===== src/rtl/drain_arb_pkg.sv =====
// Shared types and helpers for the FIFO drain arbiter: FSM state, skid depth,
// and the round-robin lane picker.
package drain_arb_pkg;

  typedef enum logic {IDLE, GRANT} drain_st_t;

  localparam int SKID_DEPTH = 2;

  // The picker works on a fixed-width request vector; callers zero-extend.
  localparam int RR_MAX   = 32;
  localparam int RR_IDX_W = 5;

  typedef struct packed {
    logic                found;
    logic [RR_IDX_W-1:0] idx;
  } rr_pick_t;

  // First requesting lane at or above ptr, wrapping n_lane-1 -> 0.
  function automatic rr_pick_t rr_pick(input logic [RR_MAX-1:0] req,
                                       input int unsigned ptr,
                                       input int unsigned n_lane);
    rr_pick_t    r;
    int unsigned lane;
    r = '0;
    for (int unsigned k = 0; k < RR_MAX; k++) begin
      if (k < n_lane && !r.found) begin
        lane = ptr + k;
        if (lane >= n_lane) lane = lane - n_lane;
        if (req[lane]) begin
          r.found = 1'b1;
          r.idx   = RR_IDX_W'(lane);
        end
      end
    end
    return r;
  endfunction

endpackage


===== src/rtl/drain_skid_buf.sv =====
// Two-entry {lane, data} queue between the lane read path and the output
// valid/ready port; reports occupancy for the issue credit.
module drain_skid_buf
  import drain_arb_pkg::*;
#(
  parameter int W = 10
) (
  input  logic         clk,
  input  logic         reset,
  input  logic         push,
  input  logic [W-1:0] push_data,
  output logic [1:0]   occ,
  output logic         valid,
  input  logic         ready,
  output logic [W-1:0] data
);

  logic [W-1:0] mem [SKID_DEPTH];
  logic         wr_ptr;
  logic         rd_ptr;
  logic         pop;

  assign pop   = valid && ready;
  assign valid = (occ != 2'd0);
  assign data  = mem[rd_ptr];

  always_ff @(posedge clk) begin
    if (reset) begin
      for (int unsigned i = 0; i < SKID_DEPTH; i++) mem[i] <= '0;
      wr_ptr <= 1'b0;
      rd_ptr <= 1'b0;
      occ    <= 2'd0;
    end else begin
      if (push) begin
        mem[wr_ptr] <= push_data;
        wr_ptr      <= ~wr_ptr;
      end
      if (pop) rd_ptr <= ~rd_ptr;
      occ <= occ + 2'(push) - 2'(pop);
    end
  end

endmodule


===== src/rtl/fifo_drain_arbiter.sv =====
// Round-robin burst read scheduler over N ss_fifo_sync lanes, merging their
// 1-cycle-latency read data into one lane-tagged valid/ready stream.
module fifo_drain_arbiter
  import drain_arb_pkg::*;
#(
  parameter  int N_LANE = 4,
  parameter  int BW_D   = 8,
  parameter  int BURST  = 4,
  localparam int BW_L   = $clog2(N_LANE)
) (
  input  logic                   clk,
  input  logic                   reset,
  input  logic [N_LANE-1:0]      ln_rd_rdy,
  output logic [N_LANE-1:0]      ln_rd_en,
  input  logic [N_LANE*BW_D-1:0] ln_rd_do,
  output logic                   out_valid,
  input  logic                   out_ready,
  output logic [BW_D-1:0]        out_data,
  output logic [BW_L-1:0]        out_lane
);

  localparam int BW_B = $clog2(BURST + 1);

  drain_st_t            st, st_nxt;
  logic [BW_L-1:0]      gnt, gnt_nxt;
  logic [BW_L-1:0]      rr_ptr, rr_ptr_nxt;
  logic [BW_B-1:0]      burst, burst_nxt;
  logic                 infl;
  logic [BW_L-1:0]      infl_lane;
  logic                 issue;
  logic [BW_L-1:0]      issue_lane;
  logic                 pop;
  logic                 credit;
  logic [1:0]           occ;
  logic [1:0]           cnt;
  logic [BW_D-1:0]      cap_data;
  logic [BW_L+BW_D-1:0] skid_q;
  rr_pick_t             pick;

  function automatic logic [BW_L-1:0] lane_inc(input logic [BW_L-1:0] l);
    return (l == BW_L'(N_LANE - 1)) ? '0 : l + 1'b1;
  endfunction

  // A word is "owed" from issue until it leaves the skid buffer, so a read may
  // only go out when a slot is guaranteed by the time its data lands.
  assign pop    = out_valid && out_ready;
  assign cnt    = occ + {1'b0, infl};
  assign credit = (cnt < 2'(SKID_DEPTH)) || ((cnt == 2'(SKID_DEPTH)) && pop);
  assign pick   = rr_pick(RR_MAX'(ln_rd_rdy), 32'(rr_ptr), N_LANE);

  always_comb begin
    st_nxt     = st;
    gnt_nxt    = gnt;
    rr_ptr_nxt = rr_ptr;
    burst_nxt  = burst;
    issue      = 1'b0;
    issue_lane = gnt;
    ln_rd_en   = '0;
    case (st)
      IDLE: begin
        if (pick.found && credit) begin
          issue      = 1'b1;
          issue_lane = BW_L'(pick.idx);
          gnt_nxt    = issue_lane;
          burst_nxt  = BW_B'(1);
          if (BURST == 1) rr_ptr_nxt = lane_inc(issue_lane);
          else            st_nxt     = GRANT;
        end
      end
      GRANT: begin
        issue     = ln_rd_rdy[gnt] && credit && (burst < BW_B'(BURST));
        burst_nxt = burst + BW_B'(issue);
        // Credit starvation alone keeps the grant; only an empty lane or a
        // completed burst hands it on.
        if (!ln_rd_rdy[gnt] || (burst_nxt == BW_B'(BURST))) begin
          st_nxt     = IDLE;
          rr_ptr_nxt = lane_inc(gnt);
        end
      end
      default: st_nxt = IDLE;
    endcase
    ln_rd_en[issue_lane] = issue;
  end

  always_comb begin
    cap_data = '0;
    for (int unsigned i = 0; i < N_LANE; i++) begin
      if (infl_lane == BW_L'(i)) cap_data = ln_rd_do[i*BW_D +: BW_D];
    end
  end

  always_ff @(posedge clk) begin
    if (reset) begin
      st        <= IDLE;
      gnt       <= '0;
      rr_ptr    <= '0;
      burst     <= '0;
      infl      <= 1'b0;
      infl_lane <= '0;
    end else begin
      st        <= st_nxt;
      gnt       <= gnt_nxt;
      rr_ptr    <= rr_ptr_nxt;
      burst     <= burst_nxt;
      infl      <= issue;
      infl_lane <= issue_lane;
    end
  end

  drain_skid_buf #(
    .W(BW_L + BW_D)
  ) u_skid (
    .clk       (clk),
    .reset     (reset),
    .push      (infl),
    .push_data ({infl_lane, cap_data}),
    .occ       (occ),
    .valid     (out_valid),
    .ready     (out_ready),
    .data      (skid_q)
  );

  assign {out_lane, out_data} = skid_q;

endmodule

===== config.mk =====
export PLATFORM = sky130hd
export DESIGN_NAME = fifo_drain_arbiter
export DESIGN_NICKNAME = d
export VERILOG_FILES = /design/src/rtl/drain_arb_pkg.sv /design/src/rtl/drain_skid_buf.sv /design/src/rtl/fifo_drain_arbiter.sv
export SDC_FILE = /design/constraint.sdc
export NUM_CORES = 1
export LEC_CHECK = 0
export CAP_MARGIN = 40
export CORE_MARGIN = 3
export CORE_UTILIZATION = 35
export DETAILED_ROUTE_END_ITERATION = 10
export PLACE_DENSITY = 0.68
export SYNTH_ARGS = -nofsm -noshare
export SYNTH_HDL_FRONTEND = slang
export SYNTH_SLANG_ARGS = --single-unit
export TNS_END_PERCENT = 30

===== constraint.sdc =====
create_clock -name clk -period 7.61 [get_ports clk]
set_clock_uncertainty 0.05 [all_clocks]
set_input_delay 1.9025 -clock clk [delete_from_list [all_inputs] [get_ports clk]]
set_output_delay 1.9025 -clock clk [all_outputs]
set_load 0.01 [all_outputs]

==> run metrics, run 1 <==
largest buffer count on any clock path=2; final core area utilization=50.0%; Final setup viols=0; number of remaining DRC errors=0; Post-Syn Area per Cell=9.61 sq um; CP Max Fanout=7; fraction of power consumed by sequential logic=approximately 30%; count of flip-flops with a built-in enable after synthesis=20; start-to-end type of the worst setup path=input port to output pin; core box area=5680 sq um; number of nets in the final layout=322; clk_lat worst skew=just under 0.3 ns; x dimension of the die=between 80 and 90 microns; period utilisation layout=between 80% and 90%; number of nets produced by synthesis=272; critical path data required time=5.66 ns; proportion of register bits with asynchronous set or reset after synthesis=0%; part of the power in the clock network=around a fifth; Peak VDD IR=0.219 mV; Max Cap Viol=0; number of clock sinks=34; maximum number of pins on one net before global-route repair=18; clk slew on worst S/H paths=0.07 ns; Design Area, Final=2840 sq um; CTS H-Tree Depth=2; TritonCTS clock tree=built; initial antenna violation count=0; number of instances in the synthesized netlist=221; I/O pin count=54; total of flip-flops plus latches after synthesis=34; synthesized area=2120 sq um; min cycle time layout=6.48 ns; count of standard-cell rows=27; gr usage total=13.7%; sequential-to-total area share from yosys stat=between 40% and 50%; number of optimization iterations in the first detailed-route pass=4; area taken by multi-input logic gates=1160 sq um; net switching power of the design=0.367 mW; Chip Height=83.9 microns; internal cell power=0.641 mW; run status=finished clean; Yosys warning count=0; hold violation total from the final report=0; Static Leakage=1.09 nW; I/O Buffers=53; filler cell count=546; actual transition at the worst max-transition pin=0.606 ns; growth of design area from synthesis to finish=33.5%; data arrival time of the critical path=4.52 ns; initial core utilization=37.4%; crit end category=output pin; number of distinct standard cells referenced by the synthesized netlist=45; Antenna Violating Nets Remaining=0; Avg Vias per Cell=slightly above 5; share of cells above drive strength 1=9.19%; sort of element at the start of the critical path=input port; Root Buffer Master=sky130_fd_sc_hd__clkbuf_8; instance area after placement=2700 sq um; setup repair after global routing missed its margin=false; power per standard cell area=between 300 and 400 nW/um^2; number of cells upsized or downsized after cts=0; Comb pwr share=51.0%; placed wire-length estimate after detailed placement=3660 microns; worst slew margin relative to its limit=59.5%; Iter 0 DRT Violations=99; final max-slew violation count=0; class of the worst hold path=flip-flop to flip-flop; number of vias in the routed layout=around 1800; timing-limited maximum frequency=154 MHz; footprint of the flip-flops and latches=881 sq um; full die area=7040 sq um; commonest register cell after synthesis=sky130_fd_sc_hd__edfxtp_1; ANT cells=0; Routed Wire Length=4750 microns; wire length of the first global-routing pass=between 7000 and 8000 microns; RePlAce Congestion=0.805; remaining global-route overflow=0; number of buffers inserted for hold repair after clock tree synthesis=0; Post-CTS Setup Repair Bufs=0; vias in the first global route=1650; Fin Setup TNS=0 ns; switch share=36.4%; number of buffers added by the clock tree synthesis step=5; per-cell routed wire length=13.8 microns
==> critical path: stages <==
cell and delay [ns]:
sky130_fd_sc_hd__clkdlybuf4s50_1 0.58, sky130_fd_sc_hd__mux2i_1 0.14, sky130_fd_sc_hd__or3_4 0.38, sky130_fd_sc_hd__a211o_1 0.32, sky130_fd_sc_hd__o211a_1 0.14, sky130_fd_sc_hd__or3_1 0.37, sky130_fd_sc_hd__a21oi_1 0.14, sky130_fd_sc_hd__clkdlybuf4s50_1 0.55
==> layout by cell type (no fill, tap or decap), drive strengths merged, types with 2 or more instances in the layout <==
master | netlist | final
a221oi | 8 | 8
or2 | 2 | 2
nor3 | 10 | 10
xnor2 | 4 | 4
dfxtp | 14 | 14
nand2 | 13 | 13
nor2 | 33 | 33
a32oi | 2 | 2
mux2 | 11 | 11
nand3 | 6 | 6
a21oi | 19 | 19
edfxtp | 20 | 20
inv | 11 | 11
and2 | 3 | 3
clkdlybuf4s50 | 0 | 53
bufinv | 0 | 2
ha | 12 | 12
or3 | 4 | 4
mux4 | 2 | 2
nor2b | 10 | 10
clkbuf | 9 | 5
nand2b | 4 | 4
a21boi | 2 | 2
mux2i | 4 | 4
==> power groups by stage <==
| stage | registers [mW] | logic, mW | clock network, mW |
|---|---|---|---|
| 3_5_place_dp | 0.303 | 0.512 | 0 |
| 4_1_cts | 0.299 | 0.516 | 0.198 |
| 3_3_place_gp | 0.302 | 0.509 | 0 |
| 2_1_floorplan | 0.278 | 0.363 | 0 |
| 6_report | 0.299 | 0.514 | 0.195 |
| 5_1_grt | 0.307 | 0.575 | 0.206 |
==> layout make-up <==
class                   instances  area share [%]
flip-flops and latches         34            31.1
repair buffers                 53            18.7
multi-input cells             166            40.9
clock buffers                   5            2.43
clock inverters                 3            2.25
inverters                      11            1.46
well taps                      72            3.18
==> per-stage QoR <==
step / std cells / hold slack, ns / power, mW / worst slack (ns)
after floorplan: 221 / 0.402 / 0.642 / 2.31
after global placement: 336 / 0.430 / 0.810 / 1.20
after detailed placement: 336 / 0.421 / 0.815 / 1.13
after CTS: 344 / 0.431 / 1.01 / 1.12
after global routing: 344 / 0.456 / 1.09 / 0.996
final: 344 / 0.431 / 1.01 / 1.13
==> final timing paths <==
kind	start	to	slack (ns)	depth (start not counted)
max	ln_rd_rdy[1]	ln_rd_en[2]	1.13	8
min reg2reg	burst[1]	burst[1]	0.43	2
max reg2reg	infl	rr_ptr[0]	4.64	10
min	burst[1]	burst[1]	0.43	2
==> layer usage <==
layer / share of wire (%) / GRT usage, % / up-vias
met5: 0 / 0 / -
met4: 1.0 / 3.95 / 0
met3: 3.9 / 3.65 / 4
met2: 48 / 22.3 / 40
met1: 47 / 17.9 / 812
li1: - / - / 894
==> cell usage after synthesis, drive strengths merged (3+ instances only) <==
master	instances	share of area [%]
xnor2	4	1.6
edfxtp	20	28
dfxtp	14	13
mux2	11	5.8
mux2i	4	1.9
or3	4	1.4
nand3	6	1.4
a221oi	8	3.3
ha	12	7.1
nor2	33	5.8
nor2b	10	2.9
and2	3	0.88
inv	11	1.9
a21oi	19	4.5
nor3	10	2.4
nand2	13	2.3
clkbuf	9	1.6
nand2b	4	1.5
==> kinds of logic (layout without fill, tap and decap cells) <==
| kind of cell | Yosys count | in the layout | synth area share (%) |
|---|---|---|---|
| AO/OA/AOI/OAI | 43 | 43 | 14.7 |
| XOR/XNOR | 5 | 5 | 2.06 |
| adder cells (fa/ha/maj) | 12 | 12 | 7.07 |
| buffers and inverters | 21 | 72 | 3.89 |
| flip-flops | 34 | 34 | 41.5 |
| multiplexers | 17 | 17 | 10.0 |
| AND/OR/NAND/NOR | 89 | 89 | 20.8 |
==> registers in the layout, indices dropped and copies added, names as in the netlist, 2 cells and up, named ones only <==
register,cells
rr_ptr,2
infl_lane,2
burst,3
u_skid.mem,20
u_skid.occ,2
Note: power is estimated with default switching activity, not from simulation.
==> run 2: changes to the inputs <==
--- a/config.mk
+++ b/config.mk
@@ -6,11 +6,12 @@
 export NUM_CORES = 1
 export LEC_CHECK = 0
 export CAP_MARGIN = 40
-export CORE_MARGIN = 3
+export CORE_MARGIN = 2
 export CORE_UTILIZATION = 35
 export DETAILED_ROUTE_END_ITERATION = 10
 export PLACE_DENSITY = 0.68
 export SYNTH_ARGS = -nofsm -noshare
 export SYNTH_HDL_FRONTEND = slang
+export SYNTH_HIERARCHICAL = 1
 export SYNTH_SLANG_ARGS = --single-unit
 export TNS_END_PERCENT = 30
==> run metrics, run 2 <==
wire length of the first global-routing pass=8750 microns (was 7780 microns); net switching power of the design=0.368 mW (was 0.367 mW); most frequent cells after synthesis=sky130_fd_sc_hd__nor2_1, sky130_fd_sc_hd__edfxtp_1, sky130_fd_sc_hd__a21oi_1, sky130_fd_sc_hd__nand2_1, sky130_fd_sc_hd__nand2b_1 (was sky130_fd_sc_hd__nor2_1, sky130_fd_sc_hd__edfxtp_1, sky130_fd_sc_hd__a21oi_1, sky130_fd_sc_hd__dfxtp_1, sky130_fd_sc_hd__nand2_1); Root Buffer Master=sky130_fd_sc_hd__clkbuf_8 (unchanged); fraction of power consumed by sequential logic=32.4% (was 29.6%); number of vias in the routed layout=1906 (was 1750); start-to-end type of the worst setup path=input port to output pin (unchanged); highest metal layer with signal wires=met4 (unchanged); library cell with the largest summed area after synthesis=sky130_fd_sc_hd__edfxtp_1 (unchanged); internal cell power=0.550 mW (was 0.641 mW); Final setup viols=0 (unchanged); clk slew on worst S/H paths=0.07 ns (about the same); period utilisation layout=84.2% (was 85.1%); ANT cells=0 (unchanged); cell class contributing the biggest share of worst-path delay=buffers and inverters (unchanged); data arrival time of the critical path=4.45 ns (was 4.52 ns); part of the power in the clock network=13.5% (was 19.3%); WP buf/inv=2 (unchanged); number of clock sinks=34 (unchanged); Placed Instances=357 (was 336); proportion of register bits with asynchronous set or reset after synthesis=0% (unchanged); setup repair after global routing missed its margin=false (unchanged); per-cell routed wire length=14.0 microns (was 13.8 microns); number of buffers added by the clock tree synthesis step=5 (unchanged); TritonCTS clock tree=built (unchanged); Chip Height=84.2 microns (was 83.9 microns); I/O Buffers=53 (unchanged); count of flip-flops with a built-in enable after synthesis=20 (unchanged); vias in the first global route=1904 (was 1650); detailed-routed wire length on met2=2560 microns (was 2270 microns); cell with the largest stage delay on the worst path=sky130_fd_sc_hd__clkdlybuf4s50_1 (unchanged); total of flip-flops plus latches after synthesis=34 (unchanged); CTS H-Tree Depth=2 (unchanged); routed metal-1 wirelength=2290 microns (was 2240 microns); top area cells in the synthesized netlist=sky130_fd_sc_hd__edfxtp_1, sky130_fd_sc_hd__dfxtp_1, sky130_fd_sc_hd__ha_1 (unchanged); count of non-filler cells in the finished layout=365 (was 344); clk_lat worst skew=0.28 ns (was 0.29 ns); cell with the most instances after synthesis=sky130_fd_sc_hd__nor2_1 (unchanged); initial core utilization=35.8% (was 37.4%); sequential-to-total area share from yosys stat=39.2% (was 41.5%); commonest register cell after synthesis=sky130_fd_sc_hd__edfxtp_1 (unchanged); worst slew margin relative to its limit=63.0% (was 59.5%); most common cell after layout, fill and taps aside=sky130_fd_sc_hd__clkdlybuf4s50_1 (unchanged); number of buffers inserted for hold repair after clock tree synthesis=0 (unchanged); fraction of synthesized cell area taken by the top area cell type=26.7% (was 28.3%); worst slack after detailed placement=1.25 ns (was 1.13 ns); number of optimization iterations in the first detailed-route pass=4 (unchanged); gr usage total=15.0% (was 13.7%); Peak VDD IR=0.174 mV (was 0.219 mV); placed wire-length estimate after detailed placement=3940 microns (was 3660 microns); dominant cell type by count on the critical path=sky130_fd_sc_hd__clkdlybuf4s50_1 (unchanged); RePlAce Congestion=0.820 (was 0.805); maximum number of pins on one net before global-route repair=28 (was 18); x dimension of the die=84.2 microns (was 83.9 microns); CP Max Fanout=6 (was 7); Avg Vias per Cell=5.22 (was 5.09); Design Power=0.918 mW (was 1.01 mW); total length of routed met3 wires=181 microns (was 185 microns); actual transition at the worst max-transition pin=0.554 ns (was 0.606 ns); number of nets produced by synthesis=289 (was 272); Post-CTS Setup Repair Bufs=0 (unchanged); count of standard-cell rows=29 (was 27); Fin Setup TNS=0 ns (unchanged); hold violation total from the final report=0 (unchanged); synthesized area=2250 sq um (was 2120 sq um); class of the worst hold path=flip-flop to flip-flop (unchanged); core box area=6280 sq um (was 5680 sq um); timing-limited maximum frequency=156 MHz (was 154 MHz); list of cells traversed by the critical path=clkdlybuf4s50_1 > mux4_2 > nor4_4 > a32oi_1 > a31o_1 > o32ai_1 > clkdlybuf4s50_1 (was clkdlybuf4s50_1 > mux2i_1 > or3_4 > a211o_1 > o211a_1 > or3_1 > a21oi_1 > clkdlybuf4s50_1); remaining global-route overflow=0 (unchanged); most used cells in the layout excluding fill and tap cells=sky130_fd_sc_hd__clkdlybuf4s50_1, sky130_fd_sc_hd__nor2_1, sky130_fd_sc_hd__edfxtp_1 (unchanged); final core area utilization=46.3% (was 50.0%); min cycle time layout=6.41 ns (was 6.48 ns); number of cells upsized or downsized after cts=0 (unchanged); share of cells above drive strength 1=6.94% (was 9.19%); Routed Wire Length=5130 microns (was 4750 microns); number of instances in the synthesized netlist=237 (was 221); run status=finished clean (unchanged); register with the highest flop count=u_skid/mem (was u_skid.mem); final max-slew violation count=0 (unchanged); switch share=40.1% (was 36.4%); power per standard cell area=316 nW/um^2 (was 355 nW/um^2); Antenna Violating Nets Remaining=0 (unchanged); growth of design area from synthesis to finish=29.1% (was 33.5%); number of distinct standard cells referenced by the synthesized netlist=50 (was 45); full die area=7080 sq um (was 7040 sq um); largest buffer count on any clock path=2 (unchanged); I/O pin count=54 (unchanged); Max Cap Viol=0 (unchanged); setup slack after layout=1.20 ns (was 1.13 ns); critical path data required time=5.66 ns (about the same); Iter 0 DRT Violations=69 (was 99); biggest regs=u_skid/mem (20), burst (3) (was u_skid.mem (20), burst (3)); Yosys warning count=6 (was 0); number of flip-flops under the largest register name=20 (unchanged); sort of element at the start of the critical path=input port (unchanged); initial antenna violation count=0 (unchanged); Max stage delay on crit path=0.59 ns (was 0.58 ns); crit end category=output pin (unchanged); number of nets in the final layout=339 (was 322); Post-Syn Area per Cell=9.49 sq um (was 9.61 sq um); Comb pwr share=54.2% (was 51.0%); number of remaining DRC errors=0 (unchanged); Static Leakage=1.09 nW (about the same)
## run 2: power groups by stage
stage	clock network [mW]	logic, mW	registers [mW]
2_1_floorplan	0	0.354	0.275
3_3_place_gp	0	0.489	0.299
3_5_place_dp	0	0.495	0.302
4_1_cts	0.126	0.498	0.299
5_1_grt	0.135	0.557	0.306
6_report	0.124	0.497	0.297
## run 2: final timing paths
| path | slack, ns | depth (start not counted) | startpoint | to |
|---|---|---|---|---|
| max | 1.20 | 7 | ln_rd_rdy[0] | ln_rd_en[2] |
| min | 0.44 | 2 | u_skid/wr_ptr | u_skid/wr_ptr |
| max reg2reg | 4.82 | 8 | rr_ptr[0] | gnt[0] |
| min reg2reg | 0.44 | 2 | u_skid/wr_ptr | u_skid/wr_ptr |
## run 2: cell families after synthesis
logic type / after synthesis / synth area share, %
adders and majority gates: 13 / 7.23
DFF: 34 / 39.2
xor gates and xnor gates: 3 / 1.78
AOI/OAI and AO/OA: 55 / 16.1
buffers and inverters: 21 / 4.34
muxes: 19 / 11.2
and+or+nand+nor: 92 / 20.1
## run 2: metrics by stage
stage	area (sq um)	hold WS, ns
final	2910	0.439
after global routing	2910	0.469
after CTS	2910	0.443
after detailed placement	2820	0.427
after floorplan	2250	0.404
after global placement	2820	0.416
## run 2: worst min-delay path: stages, from the launching register on
cell                       delay (ns)
sky130_fd_sc_hd__dfxtp_1         0.32
sky130_fd_sc_hd__nand2b_1        0.07
sky130_fd_sc_hd__a21oi_1         0.06
## run 2: cell type report
| type | instances | area, sq um |
|---|---|---|
| Sequential cell | 34 | 881 |
| Fill cell | 609 | 3370 |
| Tap cell | 77 | 96.3 |
| Multi-Input combinational cell | 182 | 1270 |
| Clock buffer | 6 | 72.6 |
| Inverter | 10 | 37.5 |
| Clock inverter | 2 | 8.76 |
| Timing Repair Buffer | 54 | 538 |
## run 2: layer usage
metal	GRT usage, %	vias up
met1	18.6	906
li1	-	953
met2	26.0	37
met5	0	-
met3	3.44	10
met4	4.55	0
==> run 3: changes to the inputs <==
--- a/config.mk
+++ b/config.mk
@@ -9,7 +9,7 @@
 export CORE_MARGIN = 2
 export CORE_UTILIZATION = 35
 export DETAILED_ROUTE_END_ITERATION = 10
-export PLACE_DENSITY = 0.68
+export PLACE_DENSITY = 0.7
 export SYNTH_ARGS = -nofsm -noshare
 export SYNTH_HDL_FRONTEND = slang
 export SYNTH_HIERARCHICAL = 1
==> constraint.sdc (replaced) <==
create_clock -name clk -period 5.35 [get_ports clk]
set_clock_uncertainty 0.05 [all_clocks]
set_input_delay 1.3375 -clock clk [delete_from_list [all_inputs] [get_ports clk]]
set_output_delay 1.3375 -clock clk [all_outputs]
set_load 0.01 [all_outputs]
==> run metrics, run 3 (same netlist as run 2, synthesis figures left out) <==
run status=finished clean (unchanged); gr usage total=15.1% (was 15.0%); maximum number of pins on one net before global-route repair=28 (unchanged); filler cell count=621 (was 609); Static Leakage=1.09 nW (about the same); Iter 0 DRT Violations=89 (was 69); clk_lat worst skew=0.28 ns (about the same); data arrival time of the critical path=3.85 ns (was 4.45 ns); number of remaining DRC errors=0 (unchanged); timing-limited maximum frequency=around 190 MHz; Final setup viols=0 (unchanged); remaining global-route overflow=0 (unchanged); initial antenna violation count=0 (unchanged); actual transition at the worst max-transition pin=0.558 ns (was 0.554 ns); number of cells upsized or downsized after cts=0 (unchanged); worst slew margin relative to its limit=62.7% (was 63.0%); power per standard cell area=453 nW/um^2 (was 316 nW/um^2); TritonCTS clock tree=built (unchanged); number of clock sinks=34 (unchanged); biggest regs=u_skid/mem (20), burst (3) (unchanged); I/O pin count=54 (unchanged); crit end category=output pin (unchanged); number of buffers inserted for hold repair after clock tree synthesis=0 (unchanged); ANT cells=0 (unchanged); CTS H-Tree Depth=2 (unchanged); sort of element at the start of the critical path=input port (unchanged); start-to-end type of the worst setup path=input port to output pin (unchanged); class of the worst hold path=flip-flop to flip-flop (unchanged); core box area=6280 sq um (unchanged); Chip Height=84.2 microns (unchanged); min cycle time layout=5.24 ns; list of cells traversed by the critical path=clkdlybuf4s50_1 > mux4_2 > nor4_4 > a32oi_1 > a31o_1 > o32ai_1 > clkdlybuf4s50_1 (unchanged); hold violation total from the final report=0 (unchanged); most common cell after layout, fill and taps aside=sky130_fd_sc_hd__clkdlybuf4s50_1 (unchanged); Max Cap Viol=0 (unchanged); clk slew on worst S/H paths=0.07 ns (about the same); setup repair after global routing missed its margin=false (unchanged); dominant cell type by count on the critical path=sky130_fd_sc_hd__clkdlybuf4s50_1 (unchanged); placed wire-length estimate after detailed placement=3940 microns (about the same); Design Power=1.32 mW (was 0.918 mW); Fin Setup TNS=0 ns (unchanged); cell with the largest stage delay on the worst path=sky130_fd_sc_hd__clkdlybuf4s50_1 (unchanged); count of standard-cell rows=29 (unchanged); full die area=7080 sq um (unchanged); vias in the first global route=1808 (was 1904); number of vias in the routed layout=1895 (was 1906); Antenna Violating Nets Remaining=0 (unchanged); number of optimization iterations in the first detailed-route pass=4 (unchanged); share of cells above drive strength 1=7.27% (was 6.94%); critical path data required time=3.96 ns (was 5.66 ns); Post-CTS Setup Repair Bufs=0 (unchanged); register with the highest flop count=u_skid/mem (unchanged); Peak VDD IR=0.242 mV (was 0.174 mV); period utilisation layout=97.9%; x dimension of the die=84.2 microns (unchanged); number of nets in the final layout=340 (was 339); initial core utilization=35.8% (unchanged); Root Buffer Master=sky130_fd_sc_hd__clkbuf_8 (unchanged); most used cells in the layout excluding fill and tap cells=sky130_fd_sc_hd__clkdlybuf4s50_1, sky130_fd_sc_hd__nor2_1, sky130_fd_sc_hd__edfxtp_1 (unchanged); growth of design area from synthesis to finish=29.5% (was 29.1%); largest buffer count on any clock path=2 (unchanged); CP Max Fanout=5 (was 6); RePlAce Congestion=0.896 (was 0.820); Max stage delay on crit path=0.58 ns (was 0.59 ns); final core area utilization=46.4% (was 46.3%); number of buffers added by the clock tree synthesis step=5 (unchanged); I/O Buffers=53 (unchanged); final max-slew violation count=0 (unchanged); per-cell routed wire length=14.2 microns (was 14.0 microns); number of flip-flops under the largest register name=20 (unchanged); Routed Wire Length=5200 microns (was 5130 microns); Avg Vias per Cell=5.18 (was 5.22); wire length of the first global-routing pass=8480 microns (was 8750 microns)
[run 3: metrics by stage]
stage               hold WS [ns]  setup slack (ns)  cell area, sq um  instances
finish                     0.444             0.114              2910        366
global route               0.489            0.0247              2910        366
CTS                        0.444             0.134              2910        366
detailed placement         0.435             0.140              2830        358
global placement           0.415             0.172              2830        358
floorplan                  0.404              1.20              2250        237
[run 3: worst max-delay path, delay by kind of cell]
family | cells | cell delay [ns]
buffers and inverters | 2 | 1.05
muxes | 1 | 0.57
AOI/OAI and AO/OA | 3 | 0.55
and+or+nand+nor | 1 | 0.35
[run 3: power by group]
group,internal (mW),switching [mW]
Combinational,0.346,0.373
Sequential,0.356,0.0676
Clock,0.0893,0.0879
Total,0.791,0.529
[run 3: worst paths after layout]
check                 from       endpoint  slack [ns]  depth (start not counted)
max reg2reg         gnt[1]      rr_ptr[0]        2.52                          9
max           ln_rd_rdy[3]    ln_rd_en[2]        0.11                          7
min reg2reg  u_skid/wr_ptr  u_skid/wr_ptr        0.44                          2
min          u_skid/wr_ptr  u_skid/wr_ptr        0.44                          2
[run 3: layer usage]
metal | up-vias | global-route usage (%) | wire (microns)
met4 | 0 | 5.28 | 87
met5 | - | 0 | 0
met1 | 889 | 18.3 | 2350
met2 | 37 | 26.8 | 2590
met3 | 9 | 2.95 | 168
li1 | 960 | - | -
[run 3: area by class of cell]
| cell class | count | area, sq um | area share (%) |
|---|---|---|---|
| clock buffer | 6 | 72.6 | 2.49 |
| clock inverter | 2 | 8.76 | 0.301 |
| inverter | 10 | 37.5 | 1.29 |
| multi-input combinational | 182 | 1270 | 43.6 |
| sequential | 34 | 881 | 30.2 |
| tap | 77 | 96.3 | 3.31 |
| timing repair buffer | 55 | 546 | 18.7 |
